--- src/rtl/datapath_param_if.sv ---
// Control and memory bus between the albaCore control FSM (master) and the datapath (slave).
interface datapath_param_if #(
  parameter int W = 16
);
  logic         s_addr;
  logic         en_inst;
  logic         en_a;
  logic         en_b;
  logic [2:0]   alu_op;
  logic         en_f;
  logic         en_mdr;
  logic         s_regfile_din;
  logic         we_regfile;
  logic         s_next_pc;
  logic         en_pc;
  logic [W-1:0] din;

  logic [3:0]   opcode;
  logic         zero;
  logic         neg;
  logic         carry;
  logic         busy;
  logic [W-1:0] addr;
  logic [W-1:0] dout;
  logic [3:0]   dbg_cnt;

  // Handshake: a shift starts on an edge where en_f=1 and busy=0; busy then stays
  // high while the shifter works, en_f is ignored, and f is final once busy=0.
  modport master (
    output s_addr, en_inst, en_a, en_b, alu_op, en_f, en_mdr,
           s_regfile_din, we_regfile, s_next_pc, en_pc, din,
    input  opcode, zero, neg, carry, busy, addr, dout, dbg_cnt
  );

  modport slave (
    input  s_addr, en_inst, en_a, en_b, alu_op, en_f, en_mdr,
           s_regfile_din, we_regfile, s_next_pc, en_pc, din,
    output opcode, zero, neg, carry, busy, addr, dout, dbg_cnt
  );
endinterface

--- src/rtl/datapath_param.sv ---
// Parametrised multicycle albaCore datapath: PC, IR, A/B, F, MDR, 16-entry regfile,
// ALU with registered carry and an iterative one-bit-per-cycle shifter.
module datapath_param #(
  parameter int           W        = 16,
  parameter logic [W-1:0] RESET_PC = '0
) (
  input logic             clk,
  input logic             reset,
  datapath_param_if.slave bus
);
  localparam logic [2:0] OP_ADD = 3'b000;
  localparam logic [2:0] OP_SUB = 3'b001;
  localparam logic [2:0] OP_AND = 3'b010;
  localparam logic [2:0] OP_OR  = 3'b011;
  localparam logic [2:0] OP_XOR = 3'b100;
  localparam logic [2:0] OP_LDI = 3'b101;

  logic [15:0]  inst;
  logic [W-1:0] pc, a, b, f, mdr;
  logic [3:0]   cnt;
  logic         carry_q;
  logic         shift_left;
  logic [W-1:0] rf [16];

  logic [3:0]   rw, ra, rb, shamt;
  logic [7:0]   imm, disp;
  logic         busy;
  logic [W:0]   sum;
  logic [W-1:0] alu_res;
  logic [W-1:0] next_pc;
  logic         is_shift;

  assign rw    = inst[11:8];
  assign ra    = inst[7:4];
  assign rb    = inst[3:0];
  assign imm   = inst[7:0];
  assign disp  = inst[11:4];
  assign shamt = inst[3:0];

  assign busy     = (cnt != 4'd0);
  assign sum      = {1'b0, a} + {1'b0, b};
  assign is_shift = (bus.alu_op[2:1] == 2'b11);
  assign next_pc  = bus.s_next_pc ? pc + {{(W-8){disp[7]}}, disp}
                                  : pc + {{(W-1){1'b0}}, 1'b1};

  // Shift encodings fall to the default; the shifter loads f from a directly.
  always_comb begin
    alu_res = a;
    case (bus.alu_op)
      OP_ADD:  alu_res = sum[W-1:0];
      OP_SUB:  alu_res = a - b;
      OP_AND:  alu_res = a & b;
      OP_OR:   alu_res = a | b;
      OP_XOR:  alu_res = a ^ b;
      OP_LDI:  alu_res = {{(W-8){1'b0}}, imm};
      default: alu_res = a;
    endcase
  end

  always_ff @(posedge clk or posedge reset) begin
    if (reset) begin
      pc         <= RESET_PC;
      inst       <= '0;
      a          <= '0;
      b          <= '0;
      f          <= '0;
      mdr        <= '0;
      cnt        <= '0;
      carry_q    <= 1'b0;
      shift_left <= 1'b0;
      for (int i = 0; i < 16; i++) rf[i] <= '0;
    end else begin
      if (bus.en_pc)      pc   <= next_pc;
      if (bus.en_inst)    inst <= bus.din[15:0];
      if (bus.en_a)       a    <= rf[ra];
      if (bus.en_b)       b    <= rf[rb];
      if (bus.en_mdr)     mdr  <= bus.din;
      if (bus.we_regfile) rf[rw] <= bus.s_regfile_din ? mdr : f;

      // While busy the shifter owns f; en_f and alu_op are not looked at.
      if (busy) begin
        f   <= shift_left ? {f[W-2:0], 1'b0} : {1'b0, f[W-1:1]};
        cnt <= cnt - 4'd1;
      end else if (bus.en_f) begin
        if (is_shift) begin
          f          <= a;
          cnt        <= shamt;
          shift_left <= ~bus.alu_op[0];
        end else begin
          f <= alu_res;
          if (bus.alu_op == OP_ADD) carry_q <= sum[W];
          if (bus.alu_op == OP_SUB) carry_q <= (a >= b);
        end
      end
    end
  end

  assign bus.opcode  = inst[15:12];
  assign bus.zero    = (b == '0);
  assign bus.neg     = b[W-1];
  assign bus.carry   = carry_q;
  assign bus.busy    = busy;
  assign bus.addr    = bus.s_addr ? b : pc;
  assign bus.dout    = a;
  assign bus.dbg_cnt = cnt;
endmodule
--- src/flat_wrapper.sv ---
// flat-port wrapper written by rule: the top's interface ports become plain ports
module datapath_param_flat 
#(
  parameter int           W        = 16,
  parameter logic [W-1:0] RESET_PC = '0
)
  (clk, reset, bus_s_addr, bus_en_inst, bus_en_a, bus_en_b, bus_alu_op, bus_en_f, bus_en_mdr, bus_s_regfile_din, bus_we_regfile, bus_s_next_pc, bus_en_pc, bus_din, bus_opcode, bus_zero, bus_neg, bus_carry, bus_busy, bus_addr, bus_dout, bus_dbg_cnt);
  datapath_param_if #(.W(W)) bus_i ();
  input logic clk;
  input logic reset;
  input wire logic [$bits(bus_i.s_addr)-1:0] bus_s_addr;
  input wire logic [$bits(bus_i.en_inst)-1:0] bus_en_inst;
  input wire logic [$bits(bus_i.en_a)-1:0] bus_en_a;
  input wire logic [$bits(bus_i.en_b)-1:0] bus_en_b;
  input wire logic [$bits(bus_i.alu_op)-1:0] bus_alu_op;
  input wire logic [$bits(bus_i.en_f)-1:0] bus_en_f;
  input wire logic [$bits(bus_i.en_mdr)-1:0] bus_en_mdr;
  input wire logic [$bits(bus_i.s_regfile_din)-1:0] bus_s_regfile_din;
  input wire logic [$bits(bus_i.we_regfile)-1:0] bus_we_regfile;
  input wire logic [$bits(bus_i.s_next_pc)-1:0] bus_s_next_pc;
  input wire logic [$bits(bus_i.en_pc)-1:0] bus_en_pc;
  input wire logic [$bits(bus_i.din)-1:0] bus_din;
  output wire logic [$bits(bus_i.opcode)-1:0] bus_opcode;
  output wire logic [$bits(bus_i.zero)-1:0] bus_zero;
  output wire logic [$bits(bus_i.neg)-1:0] bus_neg;
  output wire logic [$bits(bus_i.carry)-1:0] bus_carry;
  output wire logic [$bits(bus_i.busy)-1:0] bus_busy;
  output wire logic [$bits(bus_i.addr)-1:0] bus_addr;
  output wire logic [$bits(bus_i.dout)-1:0] bus_dout;
  output wire logic [$bits(bus_i.dbg_cnt)-1:0] bus_dbg_cnt;
  assign bus_i.s_addr = bus_s_addr;
  assign bus_i.en_inst = bus_en_inst;
  assign bus_i.en_a = bus_en_a;
  assign bus_i.en_b = bus_en_b;
  assign bus_i.alu_op = bus_alu_op;
  assign bus_i.en_f = bus_en_f;
  assign bus_i.en_mdr = bus_en_mdr;
  assign bus_i.s_regfile_din = bus_s_regfile_din;
  assign bus_i.we_regfile = bus_we_regfile;
  assign bus_i.s_next_pc = bus_s_next_pc;
  assign bus_i.en_pc = bus_en_pc;
  assign bus_i.din = bus_din;
  assign bus_opcode = bus_i.opcode;
  assign bus_zero = bus_i.zero;
  assign bus_neg = bus_i.neg;
  assign bus_carry = bus_i.carry;
  assign bus_busy = bus_i.busy;
  assign bus_addr = bus_i.addr;
  assign bus_dout = bus_i.dout;
  assign bus_dbg_cnt = bus_i.dbg_cnt;
  datapath_param #(.W(W), .RESET_PC(RESET_PC)) u_core (.clk(clk), .reset(reset), .bus(bus_i));
endmodule
--- config.mk ---
export PLATFORM = sky130hd
export DESIGN_NAME = datapath_param_flat
export DESIGN_NICKNAME = d
export VERILOG_FILES = /design/src/rtl/datapath_param_if.sv /design/src/rtl/datapath_param.sv /design/src/flat_wrapper.sv
export SDC_FILE = /design/constraint.sdc
export NUM_CORES = 1
export LEC_CHECK = 0
export CORE_UTILIZATION = 65
export DETAILED_ROUTE_END_ITERATION = 8
export DONT_BUFFER_PORTS = 1
export PLACE_DENSITY = 0.83
export SETUP_SLACK_MARGIN = 0.02
export SYNTH_ARGS = -nofsm -noshare
export SYNTH_HDL_FRONTEND = slang
export SYNTH_SLANG_ARGS = --single-unit
--- constraint.sdc ---
create_clock -name clk -period 14.7 [get_ports clk]
set_clock_uncertainty 0.05 [all_clocks]
set_input_delay 1.47 -clock clk [delete_from_list [all_inputs] [get_ports clk]]
set_output_delay 1.47 -clock clk [all_outputs]
set_load 0.05 [all_outputs]
# ---- After elaboration in Yosys (flattened, before gate mapping)
# Cells that the tools add are included.
dict set report totals {
  register_bits 358
  inputBits 31
  out_inout_bits 44
  word_cells 82
}
dict set report classes {
  add_sub_neg 5
  order_cmp 5
  eq_ne 6
  muxes 22
  bitwise_logic 9
  reduce_logical 10
}
# cell n
set op_table {}
lappend op_table {{$bwmux W256} 1}
lappend op_table {{$mux W16} 12}
lappend op_table {{$bmux W16 S4} 2}
lappend op_table {{$pmux W16 S6} 1}
lappend op_table {{$demux W16 S4} 1}
lappend op_table {{$add A16 B16 Y17} 1}
lappend op_table {{$add A16 B1 Y16 const B} 1}
lappend op_table {{$add A16 B16 Y16} 1}
lappend op_table {{$and A16 B16 Y16} 1}
lappend op_table {{$ge A16 B16 Y1} 1}
lappend op_table {{$logic_not A16 Y1} 1}
lappend op_table {{$or A16 B16 Y16} 1}
lappend op_table {{$sub A16 B16 Y16} 1}
lappend op_table {{$xor A16 B16 Y16} 1}
lappend op_table {{$ge A5 B5 Y1 const B} 3}
lappend op_table {{$not A4 Y5} 3}
lappend op_table {{$mux W4} 3}
lappend op_table {{$eq A3 B2 Y1 const B} 2}
lappend op_table {{$eq A3 B3 Y1 const B} 2}
lappend op_table {{$reduce_bool A2 Y1} 3}
lappend op_table {{$lt A5 B1 Y1 const B} 1}
lappend op_table {{$reduce_and A4 Y1} 1}
lappend op_table {{$reduce_bool A4 Y1} 1}
lappend op_table {{$sub A4 B1 Y4 const B} 1}
lappend op_table {{other kinds (8)} 11}

# ---- Logic depth before layout (Yosys ltp)
# Gate-level depths: netlist (run 1).
dict set report logic_depth {
  ltp_word 6
  mapped_depth 13
  ltp_nobuf 11
}

# ---- Least setup slack after synthesis (run 1)
# Ideal clock, no wire load.
dict set report synth_path {
  path_kind {input-to-output}
  start {input port bus_s_addr}
  end {output port bus_addr[1]}
  arrival_ns 3.020
  slack_ns 10.160
  cell_stages 3
  cell_sequence {clkbuf_1 -> clkbuf_1 -> o21ai_0}
}
dict set report synth_via {
  elab_chain_cells 1
}
# item line_no
set synth_lines {}
lappend synth_lines {{start: declaration} flat_wrapper.sv:11} ;# input wire logic [$bits(bus_i.s_addr)-1:0] bus_s_addr;
lappend synth_lines {{$mux W16} datapath_param.sv:103} ;# assign bus.addr = bus.s_addr ? b : pc;
lappend synth_lines {{end: declaration} flat_wrapper.sv:28} ;# output wire logic [$bits(bus_i.addr)-1:0] bus_addr;
# No other way between the ends.

# ---- Worst setup path after layout (run 1)
dict set report layout_path {
  start {register u_core.cnt[0], in the netlist u_core.bus.dbg_cnt[0]}
  end {output port bus_busy}
}
dict set report layout_via {
  elab_chain_cells 1
}
# item line_no
set layout_lines {}
lappend layout_lines {{start: declaration} datapath_param.sv:20} ;# logic [3:0] cnt;
lappend layout_lines {{start signal: assignment} datapath_param.sv:83} ;# cnt <= cnt - 4'd1;
lappend layout_lines {{start signal: assignment} datapath_param.sv:87} ;# cnt <= shamt;
lappend layout_lines {{$reduce_bool A4 Y1} datapath_param.sv:40} ;# assign busy = (cnt != 4'd0);
lappend layout_lines {{end: declaration} flat_wrapper.sv:27} ;# output wire logic [$bits(bus_i.busy)-1:0] bus_busy;
# No other way between the ends.

==> metrics.txt, run 1 <==
# TYPE chip_impl_metric gauge
chip_impl_info{name="outcome",value="finished, final reports clean"} 1
chip_impl_metric{name="cts_hold_buffers",unit=""} 0
chip_impl_info{name="yosys-top-cells-count",value="dfrtp_1, nor2_1, a21oi_1, nand2_1, o21ai_0"} 1
chip_impl_metric{name="worstMarginPinSlew",unit="ns"} 1.402
chip_impl_metric{name="share_of_the_yosys_chip_area_belonging_to_registers",unit="%"} 43.07
chip_impl_metric{name="first_iter_violations",unit=""} 2173
chip_impl_metric{name="grt_first_pass_wirelength",unit="um"} 95720
chip_impl_info{name="timing.critical_path.to_type",value="output port"} 1
chip_impl_metric{name="dp_worst_setup_slack",unit="ns"} 10.77
chip_impl_metric{name="syn-mean-instance-area",unit="um^2"} 10.60
chip_impl_metric{name="multi_input_comb_area",unit="um^2"} 10950
chip_impl_metric{name="via_per_inst",unit=""} 7.220
chip_impl_metric{name="synth.ff_latch_count",unit=""} 358
chip_impl_info{name="worst_hold_path.endpoint",value="u_core.pc[15]"} 1
chip_impl_metric{name="fin_ws",unit="ns"} 10.47
chip_impl_metric{name="finalSetupViolations",unit=""} 0
chip_impl_metric{name="synth_fp_nets",unit=""} 2063
chip_impl_metric{name="count_of_antenna_violating_nets_left_after_detailed_routing",unit=""} 0
chip_impl_metric{name="required",unit="ns"} 13.18
chip_impl_metric{name="floorplan.initialDensity",unit="%"} 65.92
chip_impl_metric{name="globalRoute.totalOverflow",unit=""} 0
chip_impl_metric{name="post_cts_buffers",unit=""} 0
chip_impl_metric{name="ctsLongestPathBuffers",unit=""} 3
chip_impl_info{name="startpoint",value="u_core.bus.dbg_cnt[0]"} 1
chip_impl_metric{name="row_count",unit=""} 65
chip_impl_metric{name="timing.final.crit_share",unit="%"} 28.80
chip_impl_metric{name="detailroute.via_count",unit=""} 16660
chip_impl_metric{name="max_freq",unit="MHz"} 236.2
chip_impl_metric{name="drv_slew",unit=""} 0
chip_impl_metric{name="fraction_of_the_mapped_netlist_area_in_compound_gates",unit="%"} 14.74
chip_impl_metric{name="die_area",unit="um^2"} 32720
chip_impl_metric{name="netlist_area",unit="um^2"} 20800
chip_impl_metric{name="cts_sinks",unit=""} 358
chip_impl_metric{name="fp.coreArea",unit="um^2"} 31560
chip_impl_metric{name="routedWlPerCell",unit="um"} 26.64
chip_impl_metric{name="crit_buf_inv",unit=""} 3
chip_impl_metric{name="dp_hpwl",unit="um"} 38620
chip_impl_metric{name="post_route_cells_drive_above_1_share",unit="%"} 18.06
chip_impl_info{name="ys_dominant_reg_cell",value="dfrtp_1"} 1
chip_impl_metric{name="slew-limit-headroom",unit="%"} 3.832
chip_impl_metric{name="critical_path_peak_fanout",unit=""} 31
chip_impl_info{name="r2r-end",value="u_core.f[15]"} 1
chip_impl_metric{name="number_of_enable_type_register_cells_in_the_synthesized_netlist",unit=""} 0
chip_impl_info{name="min-delay-path-class",value="reg -> reg"} 1
chip_impl_metric{name="postSynthCellCount",unit=""} 1962
chip_impl_metric{name="share_of_the_synthesized_netlist_area_taken_by_xor_and_xnor_gates",unit="%"} 0.9264
chip_impl_info{name="path_common_cell",value="inv_1"} 1
chip_impl_info{name="critical_path.slowest_cell",value="dfrtp_1"} 1
chip_impl_info{name="timing.hold.worst.start",value="u_core.pc[15]"} 1
chip_impl_metric{name="synth_simple_gate_area_share",unit="%"} 10.53
chip_impl_info{name="rsz0062_at_grt",value="false"} 1
chip_impl_metric{name="stdcell_count",unit=""} 2308
chip_impl_metric{name="die_width",unit="um"} 180.9
chip_impl_metric{name="peakVddDrop",unit="uV"} 88.92
chip_impl_metric{name="largest_net_degree_at_the_start_of_global_routing",unit=""} 123
chip_impl_metric{name="ys_types",unit=""} 79
chip_impl_metric{name="post_synth_mux_area_share",unit="%"} 21.98
chip_impl_metric{name="hold_path_depth",unit=""} 1
chip_impl_info{name="startpoint_type",value="register"} 1
chip_impl_metric{name="detail_route.first_pass.iterations",unit=""} 8
chip_impl_metric{name="worst_skew_pair.late_latency",unit="ns"} 0.54
chip_impl_info{name="yosys.cell_count.top_type",value="dfrtp_1"} 1
chip_impl_metric{name="drcViolationCount",unit=""} 0
chip_impl_metric{name="final.setup.tns",unit="ns"} 0
chip_impl_metric{name="place_inst",unit=""} 2240
chip_impl_metric{name="regToRegSetupSlack",unit="ns"} 11.25
chip_impl_info{name="tritoncts",value="built"} 1
chip_impl_metric{name="post-layout-total-power",unit="mW"} 4.918
chip_impl_metric{name="arrival_time_reported_for_the_critical_path_endpoint",unit="ns"} 2.71
chip_impl_metric{name="finalHoldViolCount",unit=""} 0
chip_impl_metric{name="h-tree-depth",unit=""} 2
chip_impl_info{name="critical_path.top_delay_family",value="buffers and inverters"} 1
chip_impl_info{name="synth_top_cell_by_area",value="dfrtp_1"} 1
chip_impl_info{name="synth.top_cells.by_area",value="dfrtp_1, mux4_2, a21oi_1"} 1
chip_impl_metric{name="layout_min_cycle_time",unit="ns"} 4.233
chip_impl_metric{name="tritoncts.num_buffers",unit=""} 38
chip_impl_metric{name="finish.net_count",unit=""} 1980
chip_impl_metric{name="gp_congestion",unit=""} 0.9455
chip_impl_metric{name="die_h",unit="um"} 180.9
chip_impl_info{name="cp_cell_sequence",value="inv_1 -> ha_1 -> and2_0 -> buf_4 -> inv_1"} 1
chip_impl_metric{name="gr-usage-all-layers",unit="%"} 38.47
chip_impl_metric{name="p_per_area",unit="nW/um^2"} 221.4
chip_impl_metric{name="io_pins",unit=""} 75
chip_impl_metric{name="cp_max_stage_delay",unit="ns"} 0.72
chip_impl_metric{name="port-buffer-count",unit=""} 0
chip_impl_metric{name="cp_num_cells",unit=""} 5
chip_impl_metric{name="antenna_found_initial",unit=""} 2
chip_impl_metric{name="grt_pass1_vias",unit=""} 17010
chip_impl_metric{name="utilization",unit="%"} 70.40
chip_impl_metric{name="power_leakage",unit="nW"} 9.303
chip_impl_info{name="rr_startpoint",value="u_core.bus.dout[1]"} 1
chip_impl_metric{name="reg2reg_depth",unit=""} 8
chip_impl_metric{name="cts.repair.resized",unit=""} 0
chip_impl_metric{name="asr_flop_ratio_synth",unit="%"} 100.0
chip_impl_metric{name="register_area",unit="um^2"} 8969
chip_impl_metric{name="post_synth_fa_ha_maj_area_fraction",unit="%"} 4.319
chip_impl_info{name="clock-root-buffer",value="clkbuf_16"} 1
chip_impl_metric{name="yosysTopAreaCellShare",unit="%"} 43.07
chip_impl_info{name="synth_top_family_by_area",value="multiplexers"} 1
chip_impl_metric{name="drv_cap",unit=""} 0
chip_impl_metric{name="worst_setup_hold_path_clk_slew",unit="ns"} 0.06
chip_impl_metric{name="layout_overhead_on_the_synthesized_area",unit="%"} 6.809
chip_impl_metric{name="filler_cell_count",unit=""} 2126
chip_impl_info{name="critPathKind",value="reg -> out"} 1
chip_impl_metric{name="synth.yosys.warnings",unit=""} 0
chip_impl_metric{name="wl",unit="um"} 61490
-- worst reg2reg max path, delay by kind of cell, from the launching register on --
kind                     cells  cell delay [ns]
buffers and inverters        1             0.21
adder cells (fa/ha/maj)      1             0.41
AND/OR/NAND/NOR              3             1.12
flip-flops                   1             0.79
AO/OA/AOI/OAI                3             0.78
-- where the power goes --
part / switching [mW] / total (mW) / internal, mW
Clock: 0.399 / 0.971 / 0.572
Sequential: 0.534 / 1.92 / 1.39
Combinational: 1.11 / 2.03 / 0.919
Total: 2.04 / 4.92 / 2.88
-- routing by layer --
layer	routed length, um	share of wire, %	vias to the layer above	global-route usage, %
met5	25	0.041	-	0
met4	4121	6.7	4	24.72
met3	6593	11	311	9.292
met2	29260	48	1122	61.11
met1	21490	35	8235	47.66
li1	-	-	6992	-
-- per-stage QoR --
step / hold slack, ns / cell area (um^2)
floorplan: 0.3927 / 20800
detailed placement: 0.4424 / 20960
CTS: 0.4558 / 22210
finish: 0.4559 / 22220
global route: 0.4724 / 22210
global placement: 0.4238 / 20960
-- placed cells by master, fill, tap and decap left out, types with 41 or more instances in the layout --
cell     count
dfrtp_1    354
a21oi_1    209
nor2_1     208
nand2_1    175
o21ai_0    174
mux4_2     160
ha_1        67
inv_1       61
mux2_2      54
buf_4       41
-- sequential cells by signal, summed over array words and instances, names as in the netlist --
| register | flops |
|---|---|
| u_core.b | 16 |
| u_core.bus.carry | 1 |
| u_core.bus.dbg_cnt | 4 |
| u_core.bus.dout | 16 |
| u_core.f | 16 |
| u_core.inst | 16 |
| u_core.mdr | 16 |
| u_core.pc | 16 |
| u_core.rf | 256 |
| u_core.shift_left | 1 |
-- worst max path at each step --
stage	to	slack, ns
finish	bus_busy	10.47
CTS	bus_busy	10.51
floorplan	u_core.b[0]	3.25
detailed placement	u_core.pc[14]	10.77
global placement	u_core.pc[14]	10.80
global route	bus_busy	10.44
-- cell families after synthesis --
kind of cell | Yosys count
multiplexers | 250
flip-flops | 358
adder cells (fa/ha/maj) | 70
buffers and inverters | 227
AND/OR/NAND/NOR | 508
AO/OA/AOI/OAI | 527
XOR/XNOR | 22
-- cell type report --
class | count | share of cell area [%]
multi-input combinational | 1377 | 49.27
timing repair buffer | 41 | 1.385
inverter | 63 | 1.098
tap | 402 | 2.264
sequential | 358 | 40.37
clock inverter | 8 | 0.4337
antenna | 1 | 0.01126
clock buffer | 58 | 5.164
(Power assumes the default switching activity.)
==> run 2, diff against run 1 <==
==> constraint.sdc (replaced) <==
create_clock -name clk -period 4.12 [get_ports clk]
set_clock_uncertainty 0.05 [all_clocks]
set_input_delay 0.412 -clock clk [delete_from_list [all_inputs] [get_ports clk]]
set_output_delay 0.412 -clock clk [all_outputs]
set_load 0.05 [all_outputs]
==> metrics.txt, run 2 (synthesis gave the netlist of run 1 again) <==
# TYPE chip_impl_metric gauge
chip_impl_metric{name="h-tree-depth",unit=""} 2
chip_impl_metric{name="globalRoute.totalOverflow",unit=""} 0
chip_impl_info{name="largest-register",value="u_core.rf"} 1
chip_impl_metric{name="worst_skew_pair.late_latency",unit="ns"} 0.54
chip_impl_metric{name="arrival_time_reported_for_the_critical_path_endpoint",unit="ns"} 3.78
chip_impl_metric{name="ctsLongestPathBuffers",unit=""} 3
chip_impl_info{name="timing.critical_path.to_type",value="register"} 1
chip_impl_info{name="most_frequent_cells_in_the_layout",value="dfrtp_1, a21oi_1, nor2_1"} 1
chip_impl_metric{name="drv_slew",unit=""} 0
chip_impl_metric{name="required",unit="ns"} 4.47
chip_impl_metric{name="worst_setup_hold_path_clk_slew",unit="ns"} 0.06
chip_impl_metric{name="wl",unit="um"} 63540
chip_impl_metric{name="utilization",unit="%"} 71.80
chip_impl_metric{name="drcViolationCount",unit=""} 0
chip_impl_metric{name="worstMarginPinSlew",unit="ns"} 1.403
chip_impl_info{name="tritoncts",value="built"} 1
chip_impl_metric{name="slew-limit-headroom",unit="%"} 3.761
chip_impl_metric{name="power_leakage",unit="nW"} 9.496
chip_impl_metric{name="io_pins",unit=""} 75
chip_impl_metric{name="detailroute.via_count",unit=""} 16850
chip_impl_metric{name="gr-usage-all-layers",unit="%"} 39.71
chip_impl_metric{name="critical_path_peak_fanout",unit=""} 6
chip_impl_metric{name="largest_register_ff_count",unit=""} 256
chip_impl_metric{name="drv_cap",unit=""} 0
chip_impl_metric{name="post-layout-total-power",unit="mW"} 17.61
chip_impl_metric{name="die_area",unit="um^2"} 32720
chip_impl_info{name="rsz0062_at_grt",value="false"} 1
chip_impl_metric{name="first_iter_violations",unit=""} 2296
chip_impl_info{name="outcome",value="finished, final reports clean"} 1
chip_impl_metric{name="post_cts_buffers",unit=""} 0
chip_impl_info{name="clock-root-buffer",value="clkbuf_16"} 1
chip_impl_metric{name="die_width",unit="um"} 180.9
chip_impl_metric{name="grt_first_pass_wirelength",unit="um"} 98660
chip_impl_metric{name="cts_hold_buffers",unit=""} 33
chip_impl_metric{name="floorplan.initialDensity",unit="%"} 65.92
chip_impl_metric{name="count_of_antenna_violating_nets_left_after_detailed_routing",unit=""} 0
chip_impl_metric{name="tritoncts.num_buffers",unit=""} 38
chip_impl_metric{name="post_route_cells_drive_above_1_share",unit="%"} 18.06
chip_impl_metric{name="port-buffer-count",unit=""} 0
chip_impl_info{name="mostFrequentLayoutCell",value="dfrtp_1"} 1
chip_impl_metric{name="layout_overhead_on_the_synthesized_area",unit="%"} 8.933
chip_impl_info{name="critPathKind",value="reg -> reg"} 1
chip_impl_metric{name="grt_pass1_vias",unit=""} 17140
chip_impl_metric{name="detail_route.first_pass.iterations",unit=""} 9
chip_impl_metric{name="hold-worst-slack",unit="ns"} 0.004330
chip_impl_metric{name="finalHoldViolCount",unit=""} 0
chip_impl_metric{name="finalSetupViolations",unit=""} 0
chip_impl_metric{name="cts_sinks",unit=""} 358
chip_impl_metric{name="die_h",unit="um"} 180.9
chip_impl_metric{name="p_per_area",unit="nW/um^2"} 777.2
chip_impl_metric{name="place_area",unit="um^2"} 21060
chip_impl_metric{name="dp_hpwl",unit="um"} 39900
chip_impl_metric{name="timing.final.crit_share",unit="%"} 83.28
chip_impl_metric{name="gp_congestion",unit=""} 0.9575
chip_impl_metric{name="via_per_inst",unit=""} 7.162
chip_impl_metric{name="peakVddDrop",unit="uV"} 356.9
chip_impl_metric{name="fp.coreArea",unit="um^2"} 31560
chip_impl_metric{name="row_count",unit=""} 65
chip_impl_metric{name="layout_min_cycle_time",unit="ns"} 3.431
chip_impl_metric{name="routedWlPerCell",unit="um"} 27.02
chip_impl_metric{name="cts.repair.resized",unit=""} 0
chip_impl_metric{name="finalInstanceArea",unit="um^2"} 22660
chip_impl_metric{name="antenna_found_initial",unit=""} 2
chip_impl_metric{name="max_freq",unit="MHz"} 291.4
chip_impl_metric{name="finish.net_count",unit=""} 2020
chip_impl_info{name="startpoint_type",value="register"} 1
chip_impl_info{name="min-delay-path-class",value="in -> reg"} 1
chip_impl_metric{name="largest_net_degree_at_the_start_of_global_routing",unit=""} 125
==> run 2: metal layers <==
metal	up-vias	track usage, %	wire length, um
met5	-	0	13
met3	284	9.837	7049
met2	1176	62.73	29850
met4	2	22.60	4131
met1	8312	50.52	22500
li1	7072	-	-
==> run 2: power breakdown <==
part | internal (mW) | total [mW] | switching (mW) | leakage [nW]
clock network | 1.96 | 3.43 | 1.47 | 0.620
registers | 4.95 | 6.80 | 1.86 | 4.36
logic | 3.32 | 7.38 | 4.06 | 4.52
total | 10.2 | 17.6 | 7.38 | 9.50
==> run 2: critical path, cell delays in order, from the launching register on <==
cell	delay (ns)
dfrtp_1	0.78
inv_1	0.21
ha_1	0.41
o21bai_1	0.21
nor4b_1	0.41
nor4b_1	0.19
nor4_1	0.47
o31ai_1	0.17
o311ai_0	0.40
==> run 2: area by class of cell <==
type                    count  area [um^2]
diodes                      1        2.502
clock buffers              56         1120
inverters                  63        240.2
clock inverters            14        121.4
flip-flops and latches    358         8969
multi-input cells        1377        10940
repair buffers             81        758.2
fillers                  2056         8897
well taps                 402        503.0
==> run 2: through the flow <==
stage	setup slack (ns)	std cells	setup TNS, ns
6_report	0.6888	2352	0
3_3_place_gp	0.8870	2246	0
2_1_floorplan	-1.140	1962	-408.23
3_5_place_dp	0.7970	2246	0
4_1_cts	0.7693	2349	0
5_1_grt	0.5292	2351	0
==> run 2: worst paths after layout <==
check                      slack (ns)  depth (start not counted)               to               start
max in group asynchronous        2.41                          3   u_core.inst[4]               reset
hold reg to reg                  0.43                          1    u_core.pc[15]       u_core.pc[15]
hold / removal                  0.004                          1  u_core.inst[15]         bus_en_inst
setup / recovery                 0.69                          8     u_core.f[15]  u_core.bus.dout[1]
setup reg to reg                 0.69                          8     u_core.f[15]  u_core.bus.dout[1]
min in group asynchronous        0.42                          2     u_core.f[13]               reset
